<file path="src/rtl/mem_ctrl_pkg.sv">
// rtl/mem_ctrl_pkg.sv - shared types, widths and helpers for the memory access controller
package mem_ctrl_pkg;

   localparam int ADDR_W_DEF = 8;
   localparam int DATA_W_DEF = 8;
   localparam int CNT_W      = 16;

   typedef enum logic [1:0] {
      IDLE,
      WRITE,
      READ,
      RD_WAIT
   } ctrl_state_t;

   typedef struct packed {
      logic                  we;
      logic [ADDR_W_DEF-1:0] addr;
      logic [DATA_W_DEF-1:0] wdata;
   } mem_req_t;

   function automatic logic [CNT_W-1:0] sat_inc(input logic [CNT_W-1:0] v);
      return (v == '1) ? v : v + CNT_W'(1);
   endfunction

endpackage

</file>
<file path="src/rtl/mem_req_fifo.sv">
// rtl/mem_req_fifo.sv - synchronous request FIFO with full/empty/count
module mem_req_fifo
   import mem_ctrl_pkg::*;
#(
   parameter int W     = $bits(mem_req_t),
   parameter int DEPTH = 4
) (
   input  logic                     clk,
   input  logic                     rst,
   input  logic                     push,
   input  logic [W-1:0]             push_data,
   input  logic                     pop,
   output logic [W-1:0]             head,
   output logic                     full,
   output logic                     empty,
   output logic [$clog2(DEPTH):0]   count
);

   localparam int PTR_W = $clog2(DEPTH);

   logic [W-1:0]     store [DEPTH];
   logic [PTR_W-1:0] wr_ptr;
   logic [PTR_W-1:0] rd_ptr;
   logic             do_push;
   logic             do_pop;

   assign full    = (count == (PTR_W+1)'(DEPTH));
   assign empty   = (count == '0);
   assign do_push = push && !full;
   assign do_pop  = pop && !empty;
   assign head    = store[rd_ptr];

   // DEPTH is a power of two, so the pointers wrap naturally
   always_ff @(posedge clk or posedge rst) begin
      if (rst) begin
         wr_ptr <= '0;
         rd_ptr <= '0;
         count  <= '0;
      end else begin
         if (do_push) wr_ptr <= wr_ptr + 1'b1;
         if (do_pop)  rd_ptr <= rd_ptr + 1'b1;
         case ({do_push, do_pop})
            2'b10:   count <= count + 1'b1;
            2'b01:   count <= count - 1'b1;
            default: count <= count;
         endcase
      end
   end

   always_ff @(posedge clk) begin
      if (do_push) store[wr_ptr] <= push_data;
   end

endmodule

</file>
<file path="src/rtl/mem_access_ctrl.sv">
// rtl/mem_access_ctrl.sv - queues read/write requests and issues them one at a time to a 256x8 sync memory
module mem_access_ctrl
   import mem_ctrl_pkg::*;
#(
   parameter int ADDR_W     = ADDR_W_DEF,
   parameter int DATA_W     = DATA_W_DEF,
   parameter int FIFO_DEPTH = 4,
   parameter int RD_LAT     = 1
) (
   input  logic              clk,
   input  logic              reset,
   input  logic              req_valid,
   output logic              req_ready,
   input  logic              req_we,
   input  logic [ADDR_W-1:0] req_addr,
   input  logic [DATA_W-1:0] req_wdata,
   output logic              rsp_valid,
   output logic [DATA_W-1:0] rsp_rdata,
   output logic              mem_we,
   output logic [ADDR_W-1:0] mem_addr,
   output logic [DATA_W-1:0] mem_datain,
   input  logic [DATA_W-1:0] mem_dataout,
   output logic              busy,
   output logic [CNT_W-1:0]  wr_count,
   output logic [CNT_W-1:0]  rd_count
);

   localparam int REQ_W  = 1 + ADDR_W + DATA_W;
   localparam int WAIT_W = (RD_LAT > 1) ? $clog2(RD_LAT) : 1;
   localparam int FCNT_W = $clog2(FIFO_DEPTH) + 1;

   typedef struct packed {
      logic              we;
      logic [ADDR_W-1:0] addr;
      logic [DATA_W-1:0] wdata;
   } req_t;

   ctrl_state_t        state;
   ctrl_state_t        state_n;
   req_t               push_req;
   req_t               head_req;
   logic               fifo_full;
   logic               fifo_empty;
   logic [FCNT_W-1:0]  fifo_count;
   logic               push;
   logic               pop;
   logic               inc_wr;
   logic               inc_rd;
   logic               load_wait;
   logic               capture;
   logic [WAIT_W-1:0]  wait_cnt;

   // ready is held low while reset is asserted so nothing is pushed into a FIFO being cleared
   assign req_ready = !fifo_full && !reset;
   assign push      = req_valid && req_ready;
   assign push_req  = {req_we, req_addr, req_wdata};
   assign busy      = (fifo_count != '0) || (state != IDLE);

   mem_req_fifo #(
      .W     (REQ_W),
      .DEPTH (FIFO_DEPTH)
   ) u_fifo (
      .clk       (clk),
      .rst       (reset),
      .push      (push),
      .push_data (push_req),
      .pop       (pop),
      .head      (head_req),
      .full      (fifo_full),
      .empty     (fifo_empty),
      .count     (fifo_count)
   );

   always_ff @(posedge clk or posedge reset) begin
      if (reset) state <= IDLE;
      else       state <= state_n;
   end

   always_comb begin
      state_n   = state;
      pop       = 1'b0;
      inc_wr    = 1'b0;
      inc_rd    = 1'b0;
      load_wait = 1'b0;
      capture   = 1'b0;
      case (state)
         IDLE: begin
            if (!fifo_empty) begin
               pop     = 1'b1;
               state_n = head_req.we ? WRITE : READ;
            end
         end
         WRITE: begin
            inc_wr = 1'b1;
            if (!fifo_empty) begin
               pop     = 1'b1;
               state_n = head_req.we ? WRITE : READ;
            end else begin
               state_n = IDLE;
            end
         end
         READ: begin
            inc_rd    = 1'b1;
            load_wait = 1'b1;
            state_n   = RD_WAIT;
         end
         RD_WAIT: begin
            if (wait_cnt == '0) begin
               capture = 1'b1;
               state_n = IDLE;
            end
         end
         default: state_n = IDLE;
      endcase
   end

   // the port registers load only on a pop, so address and data hold while idle
   always_ff @(posedge clk or posedge reset) begin
      if (reset) begin
         mem_we     <= 1'b0;
         mem_addr   <= '0;
         mem_datain <= '0;
      end else if (pop) begin
         mem_we     <= head_req.we;
         mem_addr   <= head_req.addr;
         mem_datain <= head_req.wdata;
      end else begin
         mem_we     <= 1'b0;
      end
   end

   always_ff @(posedge clk or posedge reset) begin
      if (reset) begin
         wait_cnt  <= '0;
         rsp_valid <= 1'b0;
         rsp_rdata <= '0;
      end else begin
         rsp_valid <= capture;
         if (capture) rsp_rdata <= mem_dataout;
         if (load_wait)
            wait_cnt <= WAIT_W'(RD_LAT - 1);
         else if (state == RD_WAIT && wait_cnt != '0)
            wait_cnt <= wait_cnt - 1'b1;
      end
   end

   always_ff @(posedge clk or posedge reset) begin
      if (reset) begin
         wr_count <= '0;
         rd_count <= '0;
      end else begin
         if (inc_wr) wr_count <= sat_inc(wr_count);
         if (inc_rd) rd_count <= sat_inc(rd_count);
      end
   end

endmodule

</file>
<file path="config.mk">
export PLATFORM = sky130hd
export DESIGN_NAME = mem_access_ctrl
export DESIGN_NICKNAME = d
export VERILOG_FILES = /design/src/rtl/mem_ctrl_pkg.sv /design/src/rtl/mem_req_fifo.sv /design/src/rtl/mem_access_ctrl.sv
export SDC_FILE = /design/constraint.sdc
export NUM_CORES = 1
export LEC_CHECK = 0
export BUFFER_PORTS_ARGS = -buffer_cell sky130_fd_sc_hd__clkbuf_2
export CAP_MARGIN = 0
export CORE_MARGIN = 2
export CORE_UTILIZATION = 56
export DETAILED_ROUTE_END_ITERATION = 7
export PLACE_DENSITY = 0.87
export SLEW_MARGIN = 5
export SYNTH_ARGS = -nofsm -noshare
export SYNTH_HDL_FRONTEND = slang
export SYNTH_SLANG_ARGS = --single-unit
</file>
<file path="constraint.sdc">
create_clock -name clk -period 2.87 [get_ports clk]
set_input_delay 0.574 -clock clk [delete_from_list [all_inputs] [get_ports clk]]
set_output_delay 0.574 -clock clk [all_outputs]
set_load 0.05 [all_outputs]
</file>
# == After elaboration in Yosys (flattened, before gate mapping) ==
# Memories as Yosys holds them, arrays and structs flattened.
# Cells that the tools add are included.
# totals
inputBits,28
n_memories,1
reg_bits,68
out_inout_bits,60
ramBits,68
wordCells,68
# classes
n_reduce_logical,19
n_addsub,7
muxes,17
n_eq_ne,10
n_bitwise,2
# mem_list
name,depth,width,rd,rd_ports_with_merged_regs,write_ports,line_no,source
u_fifo.store,4,17,1,0,1,mem_req_fifo.sv:21,logic [W-1:0] store [DEPTH];
# ops
operator,n
"adder 16 x 1 -> 16 bit, second input constant",2
"== test 16 bit, second input constant",2
2-to-1 mux 1 bit,11
2-to-1 mux 2 bit,4
case mux 2 bit (4 select lines),1
"== test 2 bit, second input constant",3
case mux 3 bit (2 select lines),1
AND reduction 2 bit,3
nonzero test 2 bit,3
logical AND 1 bit,5
"adder 2 x 1 -> 2 bit, second input constant",2
"== test 2 x 1 -> 1 bit, second input constant",2
"!= test 2 bit, second input constant",2
"adder 3 x 1 -> 3 bit, second input constant",1
"== test 3 bit, second input constant",1
logical NOT 1 bit,3
logical NOT 3 bit,1
nonzero test 3 bit,1
"subtractor 3 x 1 -> 3 bit, second input constant",1
logical NOT 2 bit,1
inverter 1 bit,2
OR reduction 2 bit,1
logical OR 1 bit,1
"subtractor 1 bit, second input constant",1

# == Longest topological paths before layout ==
# Gate-level depths: netlist of the first run.
# logic_depth
depth_word,7
mapped_depth,10
depth_no_buf,10

# == Cells and area by module ==
# From an unflattened synthesis of the first run, not the netlist that was laid out.
# unflattened
hier_cells,355
hier_area_um2,5581.6
# modules_own_cells
mod,seq_area_each_um2,area_per_inst_um2,cells_each,n_inst
mem_req_fifo,2217.1,2925.3,127,1
mem_access_ctrl,1526.5,2656.3,228,1

# == Worst setup path before layout of the first run ==
# OpenSTA, ideal clock, no wires.
# synth_timing
path_type,in2reg
startpoint,in reset
endpoint,reg u_fifo.count[2]
arrival_ns,2.597
slack_ns,0.148
path_stages,9
setup_time_ns,0.125
required_time_ns,2.745
n_path_buf,0
path_cell_list,a31oi_1 > and2_1 > inv_1 > ha_1 > inv_1 > fa_1 > xor2_1 > nor2_1 > xor2_1
# synth_via
elab_chain_cells,6
elab_cells_between_ends,8
cone_classes,2 x eq/ne; 1 x mux; 5 x reduce/logical
# synth_lines
element,line_no,source
start: declaration,mem_access_ctrl.sv:11,"input logic reset,"
logical NOT 1 bit (no line) (*),n/a,
logical AND 1 bit (*),mem_access_ctrl.sv:54,assign req_ready = !fifo_full && !reset;
logical AND 1 bit (*),mem_access_ctrl.sv:55,assign push = req_valid && req_ready;
logical AND 1 bit (*),mem_req_fifo.sv:29,assign do_push = push && !full;
== test 2 x 1 -> 1 bit or == test 2 bit (tied branches),mem_req_fifo.sv:42,"case ({do_push, do_pop})"
case mux 3 bit (2 select lines) or nonzero test 2 bit (tied branches),n/a,
end signal: assignment,mem_req_fifo.sv:43,2'b10: count <= count + 1'b1;
end signal: assignment,mem_req_fifo.sv:44,2'b01: count <= count - 1'b1;
end signal: assignment,mem_req_fifo.sv:45,default: count <= count;
end: declaration,mem_req_fifo.sv:16,output logic [$clog2(DEPTH):0] count
# Mark *: on every way between the ends. The rest lies on a longest branch, timed or not.
# A chain may end at the register's enable or synchronous reset.

# == Worst setup path in the final report of the first run ==
# layout_timing
startpoint,reg u_fifo.count[0]
endpoint,out busy
# layout_via
elab_chain_cells,2
# layout_lines
element,line_no,source
nonzero test 3 bit,mem_access_ctrl.sv:57,assign busy = (fifo_count != '0) || (state != IDLE);
logical OR 1 bit,mem_access_ctrl.sv:57,
end: declaration,mem_access_ctrl.sv:23,"output logic busy,"
# No other way between the ends.

==> results.yml, run 1 <==
run_status:
  run_status: "completed"
pwr:
  clock_power_share: 0.263
  power_switching_share: 0.3991
  netSwitchingPower_mw: 3.051
  worst_ir_drop_vdd_mv: 0.6414
  power.internal_mw: 4.594
  power.combinational.fraction: 0.355
  leakage_nw: 2.914
  power_density_nw_per_um2: 1119
  design_power_total_mw: 7.646
  seq_power_share: 0.382
critical_path:
  critical_path.startpoint_type: "flop"
  cell_by_cell_trace_of_the_critical_path: "nor3_1 -> nand2_1 -> clkbuf_2"
  critPathMaxFanout: 3
  timing.setup.critical_path_class: "flop to output port"
  worst_path_max_delay_cell: "sky130_fd_sc_hd__dfrtp_1"
  cp.buffers_inverters: 1
  critPathTopFamily: "simple AND/OR/NAND/NOR gates"
  worst-endpoint-arrival_ns: 1.74
  cp-end-kind: "output port"
  worstPathRequired_ns: 2.30
  cpPeakStageDelay_ns: 0.41
routing:
  routed_via_density: 5.522
  avgRoutedWirePerCell_um: 17.40
  detailedRoute.firstIterationViolations: 181
  route.vias.total: 3352
  detail_route.wirelength_mm: 10.56
  drt_first_pass_iters: 4
  post-route-drc-count: 0
  residual_antenna_violating_net_count_after_detailed_routing: 0
grt:
  pin_count_of_the_biggest_net_entering_global_routing: 45
  grt_pass1_wl_mm: 17.72
  grt_antenna_before_repair: 0
  grt_overflow_total: 0
  first_global_vias: 3501
  gr-usage-all-layers: 0.2107
cells_and_area:
  post-route-util: 0.6956
  register_area_um2: 3744
  layout.cells.most_common_list: "sky130_fd_sc_hd__clkbuf_2 (87), sky130_fd_sc_hd__dfrtp_1 (68), sky130_fd_sc_hd__edfxtp_1 (68)"
  layout.nets: 497
  multiInputGateArea_um2: 1810
  mostFrequentLayoutCell: "sky130_fd_sc_hd__clkbuf_2"
  layout_overhead_on_the_synthesized_area_pct: 20.53
  drive_gt1_frac: 0.3861
  num-fill-cells: 704
  antenna_cells: 0
die:
  die_area_um2: 10940
  fp.dieH_um: 104.6
  io_pins: 88
  initial_utilization: 0.5771
  die_width_um: 104.6
  core_area_um2: 9819
  row_count: 36
synthesis:
  postSynth.topFlopCell: "sky130_fd_sc_hd__edfxtp_1"
  netlist_instances: 356
  synth_sequential_area_ratio: 0.6606
  flip_flop_and_latch_count_after_synthesis: 136
  synth-edff-count: 68
  netlist_area_um2: 5667
  post_synth.cell_area_avg_um2: 15.92
  synth.distinct_cells: 52
  synth-warning-count: 0
  synth-async-reset-ratio: 0.5000
  synth.net_count: 392
clock_tree:
  clk_latency_ns: 0.51
  post_cts_resize_count: 0
  clk_transition_reported_paths_ns: 0.07
  ctsHoldBuffers: 0
  post-cts-setup-buffers: 0
  htreeDepth: 4
  cts.path.max_buffers: 2
  root_buffer: "sky130_fd_sc_hd__clkbuf_8"
  cts_inserted_buffers: 17
  cts_tree: "done"
  clock_sinks: 136
sta:
  timing.slew.headroom: 0.4271
  period_share: 0.8066
  fmaxAchievable_ghz: 0.4320
  slew_violations: 0
  tightestPinTransition_ns: 0.8594
  timing.final.hold_violations: 0
  setup_viol: 0
  rsz0062_at_grt: "no"
  min_period_ns: 2.315
  layout_setup_ws_ns: 0.5550
  fin_worst_skew_ns: 0.01334
  final_layout_setup_total_negative_slack_ns: 0
place:
  port_buffers: 87
  post-dp-hpwl_mm: 7.079
  gp_congestion: 0.8430
  dpl_worst_slack_ns: 0.6907
job:
  maxCapViolCount: 0
worst_hold_path:
  min_path_type: "primary input to async pin"
cells in the mapped netlist, types with 4 or more instances:
cell | n | area share
sky130_fd_sc_hd__xnor2_1 | 16 | 0.025
sky130_fd_sc_hd__nand3_1 | 11 | 0.0097
sky130_fd_sc_hd__nor2_1 | 7 | 0.0046
sky130_fd_sc_hd__mux4_2 | 17 | 0.068
sky130_fd_sc_hd__and3_1 | 10 | 0.011
sky130_fd_sc_hd__inv_1 | 11 | 0.0073
sky130_fd_sc_hd__xor2_1 | 13 | 0.020
sky130_fd_sc_hd__nor3_1 | 5 | 0.0044
sky130_fd_sc_hd__ha_1 | 7 | 0.015
sky130_fd_sc_hd__nand2_1 | 31 | 0.021
sky130_fd_sc_hd__dfrtp_1 | 68 | 0.30
sky130_fd_sc_hd__a21oi_1 | 6 | 0.0053
sky130_fd_sc_hd__mux2_2 | 18 | 0.036
sky130_fd_sc_hd__a31oi_1 | 4 | 0.0044
sky130_fd_sc_hd__buf_2 | 5 | 0.0044
sky130_fd_sc_hd__buf_6 | 4 | 0.0079
sky130_fd_sc_hd__nand4_1 | 5 | 0.0055
sky130_fd_sc_hd__nor4_1 | 4 | 0.0044
sky130_fd_sc_hd__edfxtp_1 | 68 | 0.36
layer usage:
| layer | part of all wire | global-route usage | up-vias |
|---|---|---|---|
| met4 | 0.0078 | 0.06476 | 0 |
| met2 | 0.53 | 0.3707 | 105 |
| met3 | 0.054 | 0.05303 | 8 |
| li1 | - | - | 1552 |
| met5 | 0 | 0 | - |
| met1 | 0.41 | 0.2574 | 1687 |
layout make-up:
| type | instances | area share |
|---|---|---|
| Timing Repair Buffer | 95 | 0.07437 |
| Clock buffer | 18 | 0.06265 |
| Multi-Input combinational cell | 199 | 0.2651 |
| Sequential cell | 136 | 0.5481 |
| Inverter | 12 | 0.006595 |
| Tap cell | 133 | 0.02436 |
| Clock inverter | 14 | 0.01887 |
worst register-to-register path: stages, from the launching register on:
cell	delay, ns
sky130_fd_sc_hd__dfrtp_1	0.41
sky130_fd_sc_hd__inv_1	0.11
sky130_fd_sc_hd__a31oi_1	0.16
sky130_fd_sc_hd__and2_1	0.24
sky130_fd_sc_hd__inv_1	0.06
sky130_fd_sc_hd__ha_1	0.17
sky130_fd_sc_hd__inv_1	0.06
sky130_fd_sc_hd__fa_1	0.37
sky130_fd_sc_hd__xor2_1	0.15
sky130_fd_sc_hd__nor2_1	0.11
sky130_fd_sc_hd__xor2_1	0.14
logic make-up after synthesis:
family | after synthesis | synth area share
XOR/XNOR | 29 | 0.04482
flip-flops | 136 | 0.6606
AND/OR/NAND/NOR | 102 | 0.1117
adder cells (fa/ha/maj) | 8 | 0.01899
buffers and inverters | 21 | 0.02031
AO/OA/AOI/OAI | 21 | 0.03135
multiplexers | 39 | 0.1122
power by group through the flow:
stage / clock [mW] / sequential (mW) / combinational (mW)
CTS: 2.05 / 2.92 / 2.75
detailed placement: 0 / 2.95 / 2.73
floorplan: 0 / 3.70 / 1.33
global route: 2.15 / 2.98 / 2.91
global placement: 0 / 2.92 / 2.64
finish: 2.01 / 2.92 / 2.71
through the flow:
step | cell area, um2 | cells | hold slack (ns)
finish | 6830 | 607 | 0.1253
global route | 6830 | 607 | 0.1637
CTS | 6830 | 607 | 0.1384
detailed placement | 6274 | 575 | 0.4636
global placement | 6274 | 575 | 0.4575
floorplan | 5667 | 356 | 0.4641
flip-flops by register name, summed over array words and instances, names as in the netlist:
register	count
mem_datain	8
mem_we	1
u_fifo.store	68
mem_addr	8
rd_count	16
u_fifo.rd_ptr	2
wait_cnt	1
u_fifo.wr_ptr	2
wr_count	16
state	2
rsp_rdata	8
rsp_valid	1
u_fifo.count	3
path summary, 6_finish.rpt:
check	from	endpoint	slack (ns)	cells after the start
setup / recovery	u_fifo.count[0]	busy	0.55	3
hold / removal	reset	mem_datain[4]	0.13	2
setup reg to reg	u_fifo.count[0]	u_fifo.count[2]	0.81	10
hold reg to reg	rsp_rdata[4]	rsp_rdata[4]	0.48	2
max in group asynchronous	reset	rd_count[7]	2.10	3
min in group clk	mem_dataout[7]	rsp_rdata[7]	0.26	3
Note: power is estimated with default switching activity, not from simulation.
==> inputs of run 2 (changes only) <==
==> constraint.sdc (replaced) <==
create_clock -name clk -period 2.3 [get_ports clk]
set_input_delay 0.46 -clock clk [delete_from_list [all_inputs] [get_ports clk]]
set_output_delay 0.46 -clock clk [all_outputs]
set_load 0.05 [all_outputs]
==> run 2 against run 1 <==
Net effect:
- critical path depth increased by 1
- wire length rose by 4.8%
- utilization up 0.68 points
- global-route usage up 0.54 points
- power is 28% higher
- non-clock buffer count increased by 3
- largest power group unchanged
==> results.yml, run 2 (synthesis gave the netlist of run 1 again) <==
critical_path:
  timing.setup.critical_path_class: "primary input to output port"
  worstReg2RegEnd: "u_fifo.count[2]"
  cp-end-kind: "output port"
  worst-endpoint-arrival_ns: 1.70
  worstRegToRegCells: 10
  r2r_setup_slack_ns: 0.24
  critPathMaxFanout: 6
  r2r-start: "u_fifo.count[0]"
  critical_path.startpoint_type: "primary input"
  worstPathRequired_ns: 1.84
sta:
  setup_viol: 0
  final_layout_setup_total_negative_slack_ns: 0
  fin_worst_skew_ns: 0.009954
  min_period_ns: 2.156
  period_share: 0.9375
  layout_setup_ws_ns: 0.1438
  slew_violations: 0
  tightestPinTransition_ns: 0.4308
  fmaxAchievable_ghz: 0.4638
  timing.slew.headroom: 0.7102
  timing.final.hold_violations: 0
  rsz0062_at_grt: "no"
routing:
  routed_via_density: 5.546
  detailedRoute.firstIterationViolations: 185
  drt-met1-wl_mm: 4.550
  drt_first_pass_iters: 4
  dr.max_layer_used: "met4"
  route.vias.total: 3383
  route.met2.wl_mm: 5.891
  met3_wirelength_from_detailed_routing_um: 545
  detail_route.wirelength_mm: 11.07
  avgRoutedWirePerCell_um: 18.14
  residual_antenna_violating_net_count_after_detailed_routing: 0
  post-route-drc-count: 0
cells_and_area:
  layout.nets: 500
  antenna_cells: 0
  mostFrequentLayoutCell: "sky130_fd_sc_hd__clkbuf_2"
  largest_register_ffs: 68
  reg_top3: "u_fifo.store (68), rd_count (16), wr_count (16)"
  top_register: "u_fifo.store"
  layout.cells.most_common_list: "sky130_fd_sc_hd__clkbuf_2 (87), sky130_fd_sc_hd__dfrtp_1 (68), sky130_fd_sc_hd__edfxtp_1 (68)"
  drive_gt1_frac: 0.3878
  layout_overhead_on_the_synthesized_area_pct: 21.70
die:
  initial_utilization: 0.5771
  core_area_um2: 9819
  row_count: 36
  fp.dieH_um: 104.6
  die_area_um2: 10940
  die_width_um: 104.6
  io_pins: 88
clock_tree:
  clock_sinks: 136
  post-cts-setup-buffers: 0
  htreeDepth: 4
  cts_tree: "done"
  cts_inserted_buffers: 17
  clk_transition_reported_paths_ns: 0.06
  clk_latency_ns: 0.50
  cts.path.max_buffers: 2
  root_buffer: "sky130_fd_sc_hd__clkbuf_8"
run_status:
  run_status: "completed"
pwr:
  leakage_nw: 2.951
  worst_ir_drop_vdd_mv: 1.076
  power_density_nw_per_um2: 1418
worst_hold_path:
  whs_path_depth: 3
  min_path_type: "primary input to flop"
  hold_path_startpoint: "mem_dataout[5]"
  hold_path_end: "rsp_rdata[5]"
job:
  maxCapViolCount: 0
place:
  port_buffers: 87
  dpl_worst_slack_ns: 0.2538
  gp_congestion: 0.8169
  post-dp-hpwl_mm: 7.010
grt:
  grt_pass1_wl_mm: 18.17
  pin_count_of_the_biggest_net_entering_global_routing: 41
  first_global_vias: 3492
  gr-usage-all-layers: 0.2161
  grt_overflow_total: 0
  grt_antenna_before_repair: 0
run 2: final cells by class:
cell class | instances | area (um2)
timing repair buffer | 98 | 533.0
clock inverter | 15 | 177.7
fill | 674 | 2923
clock buffer | 17 | 414.1
tap | 133 | 166.4
inverter | 12 | 45.04
multi-input combinational | 199 | 1817
sequential | 136 | 3744
run 2: critical path, cell delays in order:
cell	delay, ns
sky130_fd_sc_hd__dlygate4sd3_1	0.53
sky130_fd_sc_hd__clkbuf_2	0.12
sky130_fd_sc_hd__a31oi_2	0.24
sky130_fd_sc_hd__clkbuf_2	0.33
run 2: worst max-delay path by stage:
stage | startpoint | end | slack [ns] | depth (start not counted)
4_1_cts | reset | req_ready | 0.15 | 4
5_1_grt | u_fifo.count[0] | u_fifo.count[2] | 0.06 | 10
3_3_place_gp | reset | u_fifo.count[2] | 0.33 | 10
3_5_place_dp | u_fifo.count[0] | u_fifo.count[2] | 0.25 | 10
2_1_floorplan | reset | u_fifo.count[2] | 0.05 | 9
6_report | reset | req_ready | 0.14 | 4
run 2: power by group:
group | leakage, nW | switching, mW | internal (mW)
clock | 0.290 | 1.11 | 1.59
sequential | 1.48 | 0.436 | 3.14
combinational | 1.18 | 2.30 | 1.21
total | 2.95 | 3.84 | 5.93
run 2: layer usage:
metal  vias to the layer above  GRT usage
li1                       1548          -
met1                      1720     0.2651
met2                       107     0.3786
met3                         8    0.05490
met4                         0    0.06667
met5                         -          0
run 2: repair_timing:
item / 4_1_cts / 5_1_grt
gates resized for setup: 0 / 0
hold buffers: 1 / 0
endpoints found under the setup margin: 0 / 0
endpoints found under the hold margin: 11 / 0
run 2: stage by stage:
| stage | instances | total power, mW | utilization | hold slack [ns] | cell area, um2 |
|---|---|---|---|---|---|
| 6_report | 610 | 9.779 | 0.7023 | 0.1525 | 6897 |
| 5_1_grt | 610 | 10.27 | 0.7023 | 0.1463 | 6897 |
| 4_1_cts | 610 | 9.875 | 0.7023 | 0.1318 | 6897 |
| 3_5_place_dp | 577 | 7.101 | 0.6411 | 0.4381 | 6295 |
| 3_3_place_gp | 577 | 6.978 | 0.6411 | 0.4291 | 6295 |
| 2_1_floorplan | 356 | 6.283 | - | 0.4688 | 5673 |
